==> config.mk <==
export PLATFORM = sky130hd
export DESIGN_NAME = rv32f_seq_ctrl
export DESIGN_NICKNAME = d
export VERILOG_FILES = /design/src/rtl/rv32f_seq_ctrl.sv
export SDC_FILE = /design/constraint.sdc
export NUM_CORES = 1
export LEC_CHECK = 0
export ABC_AREA = 0
export BUFFER_PORTS_ARGS = -buffer_cell sky130_fd_sc_hd__buf_2
export CAP_MARGIN = 20
export CELL_PAD_IN_SITES_DETAIL_PLACEMENT = 1
export CELL_PAD_IN_SITES_GLOBAL_PLACEMENT = 1
export CORE_ASPECT_RATIO = 1.1
export CORE_MARGIN = 1.5
export CORE_UTILIZATION = 34
export CTS_CLUSTER_SIZE = 30
export DETAILED_ROUTE_END_ITERATION = 7
export GPL_TIMING_DRIVEN = 0
export HOLD_SLACK_MARGIN = 0.06
export PLACE_DENSITY_LB_ADDON = 0.1
export SETUP_SLACK_MARGIN = 0.1
export SLEW_MARGIN = 15
export SYNTH_ARGS = -nofsm -noshare
export SYNTH_HDL_FRONTEND = slang
export SYNTH_SLANG_ARGS = --single-unit
export TNS_END_PERCENT = 50
==> constraint.sdc <==
create_clock -name iCLK -period 2.13 [get_ports iCLK]
set_input_delay 0.1065 -clock iCLK [delete_from_list [all_inputs] [get_ports iCLK]]
set_output_delay 0.1065 -clock iCLK [all_outputs]
set_load 0.03 [all_outputs]
==> src/rtl/rv32f_seq_ctrl.sv <==
// Sequencing controller for an RV32F floating-point unit: issues one op at a time,
// times fixed-latency execution, arbitrates the RAM port for FLW/FSW and pulses writeback.
module rv32f_seq_ctrl (
    input  logic        iCLK,
    input  logic        iRST,
    input  logic [31:0] iIR,
    input  logic        iISSUE_VALID,
    output logic        oISSUE_READY,
    input  logic        iFLUSH,
    output logic [31:0] oIR,
    output logic [4:0]  oRD,
    output logic        oFPU_EN,
    output logic        oMEM_REQ,
    input  logic        iMEM_GNT,
    output logic        oWB_FP,
    output logic        oWB_INT,
    output logic        oILLEGAL,
    output logic        oBUSY
);

    localparam logic [2:0] S_IDLE     = 3'd0;
    localparam logic [2:0] S_EXEC     = 3'd1;
    localparam logic [2:0] S_MEM_REQ  = 3'd2;
    localparam logic [2:0] S_MEM_DATA = 3'd3;
    localparam logic [2:0] S_WB       = 3'd4;

    localparam logic [6:0] OPC_FMADD  = 7'b1000011;
    localparam logic [6:0] OPC_FMSUB  = 7'b1000111;
    localparam logic [6:0] OPC_FNMSUB = 7'b1001011;
    localparam logic [6:0] OPC_FNMADD = 7'b1001111;
    localparam logic [6:0] OPC_OP_FP  = 7'b1010011;
    localparam logic [6:0] OPC_FLW    = 7'b0000111;
    localparam logic [6:0] OPC_FSW    = 7'b0100111;

    logic [2:0]  r_state;
    logic [3:0]  r_cnt;
    logic [31:0] r_ir;
    logic        r_wb_int;
    logic        r_is_store;
    logic        r_illegal;

    logic [2:0]  w_state_next;
    logic [3:0]  w_cnt_next;
    logic [6:0]  w_opcode;
    logic [6:0]  w_funct7;
    logic [3:0]  w_lat_m1;
    logic        w_is_exec;
    logic        w_is_mem;
    logic        w_is_store;
    logic        w_is_int;
    logic        w_illegal;
    logic        w_accept;

    assign w_opcode = iIR[6:0];
    assign w_funct7 = iIR[31:25];

    // Decode of the offered instruction; only consulted on the accept edge.
    always_comb begin
        w_lat_m1   = 4'd0;
        w_is_exec  = 1'b0;
        w_is_mem   = 1'b0;
        w_is_store = 1'b0;
        w_is_int   = 1'b0;
        case (w_opcode)
            OPC_FMADD, OPC_FMSUB, OPC_FNMSUB, OPC_FNMADD: begin
                w_is_exec = 1'b1;
                w_lat_m1  = 4'd3;
            end
            OPC_OP_FP: begin
                case (w_funct7)
                    7'b0000000, 7'b0000100, 7'b0001000: begin
                        w_is_exec = 1'b1;
                        w_lat_m1  = 4'd2;
                    end
                    7'b0001100, 7'b0101100: begin
                        w_is_exec = 1'b1;
                        w_lat_m1  = 4'd11;
                    end
                    7'b0010000, 7'b0010100, 7'b1101000, 7'b1111000: begin
                        w_is_exec = 1'b1;
                        w_lat_m1  = 4'd0;
                    end
                    // Compares, FCVT.W and FMV.X/FCLASS produce integer results.
                    7'b1010000, 7'b1100000, 7'b1110000: begin
                        w_is_exec = 1'b1;
                        w_lat_m1  = 4'd0;
                        w_is_int  = 1'b1;
                    end
                    default: w_is_exec = 1'b0;
                endcase
            end
            OPC_FLW: w_is_mem = 1'b1;
            OPC_FSW: begin
                w_is_mem   = 1'b1;
                w_is_store = 1'b1;
            end
            default: w_is_exec = 1'b0;
        endcase
    end

    assign w_illegal = !w_is_exec && !w_is_mem;
    assign w_accept  = iISSUE_VALID && oISSUE_READY && !iFLUSH;

    always_comb begin
        w_state_next = r_state;
        w_cnt_next   = r_cnt;
        if (iFLUSH) begin
            w_state_next = S_IDLE;
            w_cnt_next   = 4'd0;
        end else begin
            case (r_state)
                S_IDLE: begin
                    if (w_accept && w_is_exec) begin
                        w_state_next = S_EXEC;
                        w_cnt_next   = w_lat_m1;
                    end else if (w_accept && w_is_mem) begin
                        w_state_next = S_MEM_REQ;
                    end
                end
                S_EXEC: begin
                    if (r_cnt == 4'd0) begin
                        w_state_next = S_WB;
                    end else begin
                        w_cnt_next = r_cnt - 4'd1;
                    end
                end
                S_MEM_REQ: begin
                    if (iMEM_GNT) begin
                        w_state_next = r_is_store ? S_IDLE : S_MEM_DATA;
                    end
                end
                S_MEM_DATA: w_state_next = S_WB;
                S_WB:       w_state_next = S_IDLE;
                default: begin
                    w_state_next = S_IDLE;
                    w_cnt_next   = 4'd0;
                end
            endcase
        end
    end

    always_ff @(posedge iCLK or posedge iRST) begin
        if (iRST) begin
            r_state    <= S_IDLE;
            r_cnt      <= 4'd0;
            r_ir       <= 32'd0;
            r_wb_int   <= 1'b0;
            r_is_store <= 1'b0;
            r_illegal  <= 1'b0;
        end else begin
            r_state   <= w_state_next;
            r_cnt     <= w_cnt_next;
            r_illegal <= w_accept && w_illegal;
            if (w_accept) begin
                r_ir       <= iIR;
                r_wb_int   <= w_is_int;
                r_is_store <= w_is_store;
            end
        end
    end

    // Ready is gated by reset directly so it drops the instant reset rises.
    assign oISSUE_READY = (r_state == S_IDLE) && !iRST;
    assign oIR          = r_ir;
    assign oRD          = r_ir[11:7];
    assign oFPU_EN      = (r_state == S_EXEC);
    assign oMEM_REQ     = (r_state == S_MEM_REQ);
    assign oWB_FP       = (r_state == S_WB) && !r_wb_int;
    assign oWB_INT      = (r_state == S_WB) && r_wb_int;
    assign oILLEGAL     = r_illegal;
    assign oBUSY        = (r_state != S_IDLE);

endmodule

# == Yosys cells after proc, flatten, opt, wreduce, memory -nomap -nowiden ==
# Index checks and enable logic that the tools add are counted.
# word_totals
reg_bits,42
input_bits,37
output_inout_bits,44
word_cells,81
# op_classes
addsub,1
eq_ne,28
muxes,19
reduce_logical,27
# op_table
operator,count
$eq 7x7->1 const B,10
$pmux 4 s2,2
$mux 3,5
$eq 7x3->1 const B,2
$eq 7x4->1 const B,2
$eq 7x5->1 const B,2
$eq 7x6->1 const B,2
$mux 4,3
$pmux 3 s4,1
$pmux 4 s3,1
$reduce_or 12->1,1
$logic_and 1x1->1,9
$reduce_or 3->1,3
$logic_not 7->1,1
$eq 3x2->1 const B,2
$ne 3x2->1 const B,2
$ne 3x3->1 const B,2
$reduce_and 3->1,2
$logic_not 1->1,5
$mux 1,5
$logic_not 4->1,1
$ne 4x4->1 const B,1
$reduce_or 2->1,2
$reduce_or 4->1,1
other kinds (8),8

# == Depth between registers and ports, before layout ==
# Gate-level depths: netlist (run 1).
# depth
word_depth,9
depth_mapped,7
ltp_nobuf,7

# == Worst setup path before layout (run 1) ==
# No wires, ideal clock.
# synth_path
path_kind,input-to-reg
startpoint,input iIR[25]
endpoint,register r_cnt[1]
setup_time_ps,126
arrival_time_ps,1792
t_required_ps,2004
slack_ps,212
cell_stages,5
path_buffers,0
cell_sequence,or4_4 > a2111o_1 > a311oi_4 > o21ai_2 > o311a_1
# synth_via
elab_chain_len,7
word_cells_on_any_way,25
classes_between,12 x eq/ne; 7 x mux; 6 x reduce/logical
# synth_rtl
item,line,text
"start, declared",6,"input logic [31:0] iIR,"
"$eq 7x3->1, or another cell as far along",70,case (w_funct7)
"$reduce_or 3->1, or another cell as far along",-,
$pmux 4 s2 or $mux 1 (tied branches),70,
$pmux 4 s2 or $pmux 1 s2 (tied branches),64,case (w_opcode)
$mux 4 or $logic_and 1x1->1 (tied branches),113,if (w_accept && w_is_exec) begin
$pmux 4 s3 or $ne 3x3->1 (tied branches),-,
$mux 4 or $reduce_and 3->1 (tied branches),-,
"end signal, assigned",152,r_cnt <= w_cnt_next;
"end, declared",36,logic [3:0] r_cnt;
# Parallel ways exist; a longest one is shown, timed or not. The select of a mux whose other input is x is not followed.
# A chain may end at the register's enable or synchronous reset.

# == Final worst setup path (run 1) ==
# layout_path
startpoint,input iIR[31]
endpoint,register r_cnt[0]
# The elaborated chain is that of the path after synthesis.

==> results by group, run 1 <==
Run status
  – Status: completed

Synthesis
  – Synth area leader: dfrtp_1
  – Top cells by count, synth: nand2_1 (104), dfrtp_1 (42), nor2_1 (12), inv_1 (8), clkbuf_1 (7)
  – Synth top area cells: dfrtp_1 (52%), nand2_1 (19%), buf_4 (2.2%), nor2_1 (2.2%), a211o_2 (1.5%)
  – Distinct cell type count after synthesis: 40
  – Syn Area/Cell: 8.51 um2
  – Post-synth EDFFs: 0
  – Synth top area share: 51.9%
  – Mapped Cells: 238
  – Async SR Flop Fraction: 100%
  – Post-Syn Area: 2020 um2
  – Syn Nets: 276
  – Sequential element share of the synthesized area: 51.9%
  – Most numerous cell in the Yosys netlist: nand2_1
  – YS warnings: 0
  – Synth Register Bits: 42
  – Synth Flop Type: dfrtp_1

Pwr
  – Clock power share: 15.4%
  – P_leak: 0.00162 uW
  – Logic pwr share: 52.9%
  – Worst vdd ir: 0.703 mV
  – Fraction of power spent switching nets: 47.4%
  – Cell internal pwr: 2170 uW
  – Design Power: 4140 uW
  – Sequential share of power: 31.7%
  – Net Sw Power: 1960 uW
  – PD cells: 1400 nW/um2

CTS
  – CTS sink count: 42
  – CTS tree: built
  – Skew-Pair Late Insertion Delay: 290 ps
  – TritonCTS buffer count: 5
  – CTS H-Tree Depth: 2
  – Reg clk slew, reported paths: 90 ps
  – CTS root buffer: clkbuf_8
  – CTS Buffer Depth: 2

Cells and area
  – Non-Filler Instances: 432
  – # diodes: 0
  – Area added between synthesis and finish: 45.6%
  – Layout Utilization: 51.1%
  – Final net count: 392
  – Ratio of cells with drive above 1 in the final layout: 33.0%

Drt
  – Vias: 2084
  – Vias/cell: 4.82
  – Initial DRC Count: 35
  – DR WL/cell: 14.9 um
  – Final ANT Viol Nets: 0
  – Router iterations before antenna repair: 4
  – # DRC: 0
  – Routed WL: 6440 um

GRT
  – First-pass GRT wire length: 10700 um
  – Vias in the first global route: 2142
  – Largest net degree at the start of global routing: 30
  – Global route total overflow: 0
  – Tot GR Track Use: 21.0%
  – Initial antenna violation count: 0

Worst hold path
  – Hold WC Path Type: input pin to register

Place
  – GP Congestion: 0.820
  – Place WS: -76.9 ps
  – Inst Count DP: 396
  – Port Buf Inserts: 80
  – HPWL Detailed: 4510 um

STA
  – RSZ-0062 raised after global routing: yes
  – Slew Limit Fails: 0
  – Fin. Hold Viols: 0
  – Final WS setup: 188 ps
  – Peak Freq: 515 MHz
  – Clock period minus worst slack: 1940 ps
  – Tightest Pin Transition: 395 ps
  – Final setup fails: 0
  – Final period util: 91.2%
  – Final Skew: 6.43 ps
  – Slew margin rel.: 73.7%

Floorplanning
  – Core Region: 5770 um2
  – Die ar.: 6430 um2
  – Site Rows: 29
  – IO Pins: 81
  – Die Width: 76.6 um
  – Starting Density: 35.1%
  – Die H: 83.9 um

Run
  – Max cap viols: 0

Critical path
  – Worst-path fanout max: 5
  – Startpoint Class: input pin
  – Worst EP arrival: 2120 ps
  – CP required: 2310 ps
  – CP endpoint kind: register
  – Critical path class: input pin to register
timing repair:
| item | CTS | global route |
|---|---|---|
| setup buffers | 0 | 0 |
| pin swaps | 0 | 0 |
| gates cloned | 0 | 0 |
| resized for setup | 2 | 12 |
| endpoints found under the hold margin | 39 | 0 |
| setup endpoints to repair | 11 | 33 |
| hold buffers | 28 | 0 |
final timing paths:
| path | from | end | slack (ps) | cells after the start |
|---|---|---|---|---|
| setup / recovery | iIR[31] | r_cnt[0] | 190 | 6 |
| setup reg to reg | r_state[2] | r_cnt[0] | 240 | 6 |
| hold reg to reg | oIR[22] | oIR[22] | 470 | 2 |
| max in group asynchronous | iRST | oIR[4] | 1330 | 4 |
| min in group asynchronous | iRST | r_cnt[3] | 330 | 3 |
| hold / removal | iIR[27] | oIR[27] | 80 | 3 |
cell usage in the layout (no fill, tap or decap), types with 2 or more instances in the layout:
| master | Yosys | final |
|---|---|---|
| dlygate4sd3_1 | 0 | 28 |
| clkbuf_2 | 0 | 5 |
| or2_2 | 2 | 2 |
| nand3_1 | 5 | 5 |
| nor3_1 | 6 | 6 |
| o311a_1 | 3 | 3 |
| buf_4 | 6 | 6 |
| nor2b_1 | 2 | 2 |
| dfrtp_1 | 42 | 42 |
| buf_2 | 2 | 84 |
| inv_1 | 8 | 7 |
| a211o_2 | 3 | 3 |
| nand2_1 | 104 | 104 |
| a21oi_1 | 2 | 2 |
| o21ai_0 | 2 | 2 |
| nor2_1 | 12 | 11 |
| o32ai_1 | 3 | 3 |
| nor4_1 | 2 | 2 |
| clkbuf_1 | 7 | 3 |
| clkbuf_8 | 0 | 5 |
| and3_1 | 4 | 4 |
cell type report:
type                       instances  area (um2)
clock buffer                       6        72.6
timing repair buffer             109         701
multi-input combinational        171         862
clock inverter                     2        37.5
fill                             717        2820
tap                               77        96.3
buffer                            17        97.6
inverter                           8        30.0
sequential                        42        1050
through the flow:
| step | TNS, ps | area [um2] | hold WS [ps] |
|---|---|---|---|
| 6_report | 0 | 2950 | 75.0 |
| 5_1_grt | 0 | 2950 | 79.8 |
| 4_1_cts | 0 | 2930 | 66.1 |
| 3_5_place_dp | -145 | 2540 | 122 |
| 3_3_place_gp | -84.8 | 2520 | 298 |
| 2_1_floorplan | 0 | 2020 | 212 |
power groups by stage:
stage | clock network (uW) | registers, uW | logic [uW]
after floorplan | 0 | 1910 | 893
after global placement | 0 | 1310 | 2090
after detailed placement | 0 | 1320 | 2140
after CTS | 655 | 1310 | 2190
after global routing | 692 | 1360 | 2360
final | 639 | 1310 | 2190
routing by layer:
layer  vias up  share of wire (%)  global-route usage (%)
met5         -                  0                       0
met4         0               0.75                    5.05
met3         5                3.9                    4.26
met2        47                 52                    37.2
met1      1023                 44                    26.1
li1       1009                  -                       -
state kept, by name (all words and copies together) (netlist names):
register / count
r_is_store: 1
oIR: 32
r_wb_int: 1
oILLEGAL: 1
r_cnt: 4
r_state: 3
logic make-up after synthesis:
| logic type | synth area share, % |
|---|---|
| simple gates | 30.6 |
| fa+ha+maj | 0.618 |
| flops | 51.9 |
| compound gates | 11.0 |
| buf+inv | 5.87 |
worst max-delay path, stage by stage:
cell	delay, ps
dlygate4sd3_1	530
buf_2	150
a2111o_1	450
a311oi_4	360
o21ai_2	140
o311a_1	370
Power figures use the tool's default switching activity.
==> run 2: changes to the inputs <==
--- a/config.mk
+++ b/config.mk
@@ -5,7 +5,7 @@
 export SDC_FILE = /design/constraint.sdc
 export NUM_CORES = 1
 export LEC_CHECK = 0
-export ABC_AREA = 0
+export ABC_AREA = 1
 export BUFFER_PORTS_ARGS = -buffer_cell sky130_fd_sc_hd__buf_2
 export CAP_MARGIN = 20
 export CELL_PAD_IN_SITES_DETAIL_PLACEMENT = 1
==> results by group, run 2 <==
Floorplanning
  – Core Region: 5880 um2
  – IO Pins: 81
  – Die H: 85.8 um
  – Die ar.: 6710 um2
  – Starting Density: 36.0%
  – Site Rows: 29
  – Die Width: 78.2 um

Drt
  – Final ANT Viol Nets: 0
  – Router iterations before antenna repair: 4
  – # DRC: 0
  – Initial DRC Count: 74
  – Routed WL: 5980 um
  – DR WL/cell: 13.1 um
  – Vias: 2114
  – Vias/cell: 4.65

GRT
  – First-pass GRT wire length: 10200 um
  – Initial antenna violation count: 0
  – Vias in the first global route: 2260
  – Tot GR Track Use: 19.6%
  – Global route total overflow: 0
  – Largest net degree at the start of global routing: 31

CTS
  – CTS tree: built
  – Post_cts resized: 0
  – Skew-Pair Late Insertion Delay: 300 ps
  – CTS root buffer: clkbuf_8
  – Number of setup buffers added after CTS: 0
  – CTS Buffer Depth: 2
  – Reg clk slew, reported paths: 80 ps
  – Cts hold-fix bufs: 21
  – CTS H-Tree Depth: 2
  – CTS sink count: 42
  – TritonCTS buffer count: 5

Place
  – HPWL Detailed: 4290 um
  – Port Buf Inserts: 80
  – GP Congestion: 0.777

Critical path
  – Worst r2r dst: r_cnt[1]
  – Critical path class: register to register
  – CP required: 2320 ps
  – Critical Path End: r_cnt[1]
  – Startpoint Class: register
  – Worst-path fanout max: 10
  – R2r startpoint: r_state[0]
  – R2R depth: 13
  – Worst EP arrival: 1940 ps
  – Reg2Reg Setup Slack: 390 ps
  – CP Launch Point: r_state[0]
  – CP endpoint kind: register

Pwr
  – Worst vdd ir: 0.765 mV
  – Design Power: 4140 uW
  – PD cells: 1400 nW/um2
  – P_leak: 0.00164 uW

Synthesis
  – Post-Syn Area: 2120 um2
  – Async SR Flop Fraction: 100%
  – YS warnings: 0
  – Most numerous cell in the Yosys netlist: nand2_1
  – Distinct cell type count after synthesis: 30
  – Synth Register Bits: 42
  – Synth top area share: 49.6%
  – Synth Flop Type: dfrtp_1
  – Synth top area cells: dfrtp_1 (50%), nand2_1 (19%), inv_1 (3.7%), nor2_1 (3.5%), nand3_1 (2.8%)
  – Sequential element share of the synthesized area: 49.6%
  – Synth area leader: dfrtp_1
  – Syn Nets: 306
  – Post-synth EDFFs: 0
  – Top cells by count, synth: nand2_1 (108), dfrtp_1 (42), inv_1 (21), nor2_1 (20)
  – Mapped Cells: 268
  – Syn Area/Cell: 7.90 um2

Cells and area
  – Commonest cells after routing, fill and taps aside: nand2_1 (108), buf_2 (83), dfrtp_1 (42)
  – Area added between synthesis and finish: 39.5%
  – Most common cell after layout, fill and taps aside: nand2_1
  – Final net count: 415
  – Ratio of cells with drive above 1 in the final layout: 32.0%
  – Max FFs per register: 32
  – Filler cells: 740
  – # diodes: 0

STA
  – Tightest Pin Transition: 496 ps
  – Clock period minus worst slack: 1740 ps
  – Peak Freq: 574 MHz
  – Final setup fails: 0
  – RSZ-0062 raised after global routing: no
  – Final Skew: 2.76 ps
  – Setup_tns: 0 ps
  – Slew margin rel.: 67.0%
  – Slew Limit Fails: 0
  – Fin. Hold Viols: 0
  – Final period util: 81.9%

Run
  – Max cap viols: 0

Worst hold path
  – Hold WC Path Type: input pin to register

Run status
  – Status: completed
[run 2: changes by cell type in the layout (fill, tap and decap cells not counted), sizes merged, moves of 4 or more]
cell	change
inv	+17
o21ai	+13
nor2	+11
nand2	+10
nand3	+9
dlygate4sd3	-7
and3	-4
clkbuf	-4
[run 2: area by class of cell]
type                            instances  area [um2]  share of cell area, %
Sequential cell                        42        1050                   35.6
Tap cell                               77        96.3                   3.26
Multi-Input combinational cell        188         891                   30.2
Buffer                                 12        75.1                   2.54
Timing Repair Buffer                  102         631                   21.3
Clock buffer                            6        72.6                   2.46
Clock inverter                          2        37.5                   1.27
Inverter                               26         100                   3.39
[run 2: worst min-delay path by stage]
stage             from         end  cells after the start  slack, ps
2_1_floorplan   iFLUSH  r_is_store                      1        210
3_3_place_gp   iIR[24]     oIR[24]                      3        310
3_5_place_dp      iRST    oILLEGAL                      2        130
4_1_cts        iIR[26]     oIR[26]                      3         70
5_1_grt         iIR[6]      oIR[6]                      3         90
6_report       iIR[26]     oIR[26]                      3         70
[run 2: power by group]
part | switching, uW | leakage, uW | internal [uW]
clock | 280 | 0.0000514 | 350
combinational | 1520 | 0.00105 | 659
sequential | 199 | 0.000536 | 1140
total | 2000 | 0.00164 | 2150
[run 2: cell families (layout without fill, tap and decap cells)]
group,count (synthesis),count (layout),synth area share (%)
AOI/OAI and AO/OA,24,24,7.27
xor gates and xnor gates,1,1,0.414
adders and majority gates,1,1,0.591
buffers and inverters,38,148,8.27
DFF,42,42,49.6
and+or+nand+nor,162,162,33.8
[run 2: critical path: stages (launching register included)]
cell,delay (ps)
dfrtp_1,430
inv_2,100
nand2_2,60
nor2_4,140
inv_4,80
nor2_8,100
nand2_2,70
nor2_4,100
buf_6,150
nand2_4,70
nand3_2,80
nand2_4,100
nand2_1,90
o21ai_2,50
[run 2: through the flow]
stage / util [%] / hold slack [ps] / worst slack [ps] / area [um2] / instances
6_report: 50.3 / 72.9 / 386 / 2950 / 455
5_1_grt: 50.3 / 85.7 / 224 / 2950 / 455
4_1_cts: 50.3 / 65.9 / 360 / 2950 / 455
3_5_place_dp: 44.8 / 130 / 405 / 2630 / 426
3_3_place_gp: 44.5 / 307 / 307 / 2610 / 425
2_1_floorplan: - / 207 / 436 / 2120 / 268
[run 2: per-layer routing]
layer / up-vias / part of all wire, % / track usage, %
met2: 57 / 51 / 36.1
li1: 1046 / - / -
met5: - / 0 / 0
met1: 1005 / 44 / 23.2
met4: 0 / 1.2 / 4.87
met3: 6 / 4.7 / 3.83
==> run 3: changes to the inputs <==
--- a/config.mk
+++ b/config.mk
@@ -5,14 +5,14 @@
 export SDC_FILE = /design/constraint.sdc
 export NUM_CORES = 1
 export LEC_CHECK = 0
-export ABC_AREA = 1
+export ABC_AREA = 0
 export BUFFER_PORTS_ARGS = -buffer_cell sky130_fd_sc_hd__buf_2
 export CAP_MARGIN = 20
 export CELL_PAD_IN_SITES_DETAIL_PLACEMENT = 1
 export CELL_PAD_IN_SITES_GLOBAL_PLACEMENT = 1
 export CORE_ASPECT_RATIO = 1.1
 export CORE_MARGIN = 1.5
-export CORE_UTILIZATION = 34
+export CORE_UTILIZATION = 31
 export CTS_CLUSTER_SIZE = 30
 export DETAILED_ROUTE_END_ITERATION = 7
 export GPL_TIMING_DRIVEN = 0
==> constraint.sdc (replaced) <==
create_clock -name iCLK -period 1.5 [get_ports iCLK]
set_input_delay 0.075 -clock iCLK [delete_from_list [all_inputs] [get_ports iCLK]]
set_output_delay 0.075 -clock iCLK [all_outputs]
set_load 0.03 [all_outputs]
==> results by group, run 3 (synthesis gave the netlist of run 1 again) <==
Pwr
  – Net Sw Power: 2970 uW
  – Logic pwr share: 57.3%
  – Worst vdd ir: 0.976 mV
  – PD cells: 1890 nW/um2
  – Clock power share: 12.1%
  – Fraction of power spent switching nets: 47.3%
  – P_leak: 0.00177 uW
  – Cell internal pwr: 3310 uW
  – Sequential share of power: 30.6%

Critical path
  – CP required: 1690 ps
  – CP max stage cell: or4_4
  – CP delay by family, top: compound AO/OA/AOI/OAI gates
  – R2r startpoint: r_state[1]
  – CP Launch Point: iIR[26]
  – Buf/Inv on CP: 1
  – WP depth: 6
  – Worst EP arrival: 1830 ps
  – Reg2Reg Setup Slack: -120 ps
  – Startpoint Class: input pin
  – Critical Path End: r_cnt[0]
  – Worst r2r dst: r_cnt[0]
  – Critical path class: input pin to register
  – Largest stage delay, worst path: 530 ps
  – R2R depth: 5
  – Critical-path cell list: buf_2 -> or4_4 -> a2111o_1 -> a311oi_4 -> o21ai_2 -> o311a_1
  – CP endpoint kind: register
  – Worst-path fanout max: 4

Cells and area
  – Commonest cells after routing, fill and taps aside: nand2_1 (102), buf_2 (73), dfrtp_1 (41)
  – Layout Utilization: 53.4%
  – Most common cell after layout, fill and taps aside: nand2_1
  – Final net count: 409
  – Ratio of cells with drive above 1 in the final layout: 40.3%
  – Design Area, Final: 3330 um2
  – Non-Filler Instances: 452
  – Area added between synthesis and finish: 64.3%
  – Filler cells: 779
  – Max FFs per register: 32
  – # diodes: 0

STA
  – Slew Limit Fails: 0
  – Slew margin rel.: 73.1%
  – Peak Freq: 607 MHz
  – Tightest Pin Transition: 402 ps
  – Final period util: 110%
  – RSZ-0062 raised after global routing: yes
  – Final setup fails: 6
  – Final Skew: 4.25 ps
  – Min Hold Slack: 88.6 ps
  – Fin. Hold Viols: 0
  – Final WS setup: -147 ps
  – Clock period minus worst slack: 1650 ps

Run status
  – Status: finished, violations left
  – Violated checks: negative setup slack

Drt
  – Initial DRC Count: 79
  – Vias/cell: 4.74
  – Router iterations before antenna repair: 4
  – Vias: 2142
  – Routed WL: 6550 um
  – DR WL/cell: 14.5 um
  – # DRC: 0
  – Final ANT Viol Nets: 0

CTS
  – CTS root buffer: clkbuf_8
  – CTS Buffer Depth: 2
  – CTS sink count: 42
  – Skew-Pair Late Insertion Delay: 300 ps
  – CTS tree: built
  – CTS H-Tree Depth: 2
  – Reg clk slew, reported paths: 90 ps
  – TritonCTS buffer count: 5

Place
  – Place WS: -607 ps
  – Inst Count DP: 399
  – GP Congestion: 0.740
  – Port Buf Inserts: 80
  – Placed Area: 2560 um2
  – HPWL Detailed: 4320 um

GRT
  – First-pass GRT wire length: 10000 um
  – Largest net degree at the start of global routing: 30
  – Tot GR Track Use: 18.6%
  – Vias in the first global route: 2115
  – Global route total overflow: 0
  – Initial antenna violation count: 0

Floorplanning
  – IO Pins: 81
  – Die Width: 80.1 um
  – Core Region: 6230 um2
  – Starting Density: 32.5%
  – Die H: 87.8 um
  – Die ar.: 7020 um2
  – Site Rows: 30

Worst hold path
  – Hold WC Path Type: input pin to register

Run
  – Max cap viols: 0
-- run 3: power by group through the flow --
stage	sequential [uW]	clock, uW	combinational [uW]
finish	1920	760	3600
global route	1980	825	3880
CTS	1900	786	3400
detailed placement	1870	0	3030
global placement	1860	0	2970
floorplan	2710	0	1280
-- run 3: what timing repair did --
item,4_1_cts,5_1_grt
hold endpoints to repair,45,0
gates resized for setup,47,26
setup buffers,8,6
hold buffers,32,0
pin swaps,13,13
setup endpoints to repair,48,44
-- run 3: per-layer routing --
metal / vias to the layer above / global-route usage, % / part of all wire (%)
li1: 1051 / - / -
met5: - / 0 / 0
met3: 7 / 4.79 / 5.4
met1: 1027 / 23.9 / 44
met2: 57 / 31.1 / 49
met4: 0 / 4.86 / 1.1
-- run 3: how the worst min path moves through the flow --
stage                   from         end  slack [ps]  cells past startpoint
finish              iMEM_GNT  r_state[1]          90                      3
detailed placement      iRST  r_state[1]          80                      2
floorplan             iIR[0]      oIR[0]         180                      2
global route        iMEM_GNT  r_state[1]         100                      3
global placement     iIR[17]     oIR[17]         270                      3
CTS                   iFLUSH    r_cnt[3]          90                      2
-- run 3: per-stage QoR --
stage,setup TNS [ps],power [uW]
floorplan,-1270,3990
global placement,-20460,4830
detailed placement,-10310,4900
CTS,-506,6090
global route,-877,6690
finish,-668,6280
-- run 3: layout make-up --
type	count	area, um2	share of cell area (%)
clock inverters	3	18.8	0.564
flip-flops and latches	42	1050	31.6
plain buffers	16	173	5.19
repair buffers	127	906	27.2
inverters	8	30.0	0.903
well taps	80	100	3.01
multi-input cells	171	978	29.4
clock buffers	5	68.8	2.07
-- run 3: tightest hold or removal path, stage by stage --
cell and delay [ps]:
buf_2 90, nor3_1 40, a21o_1 150
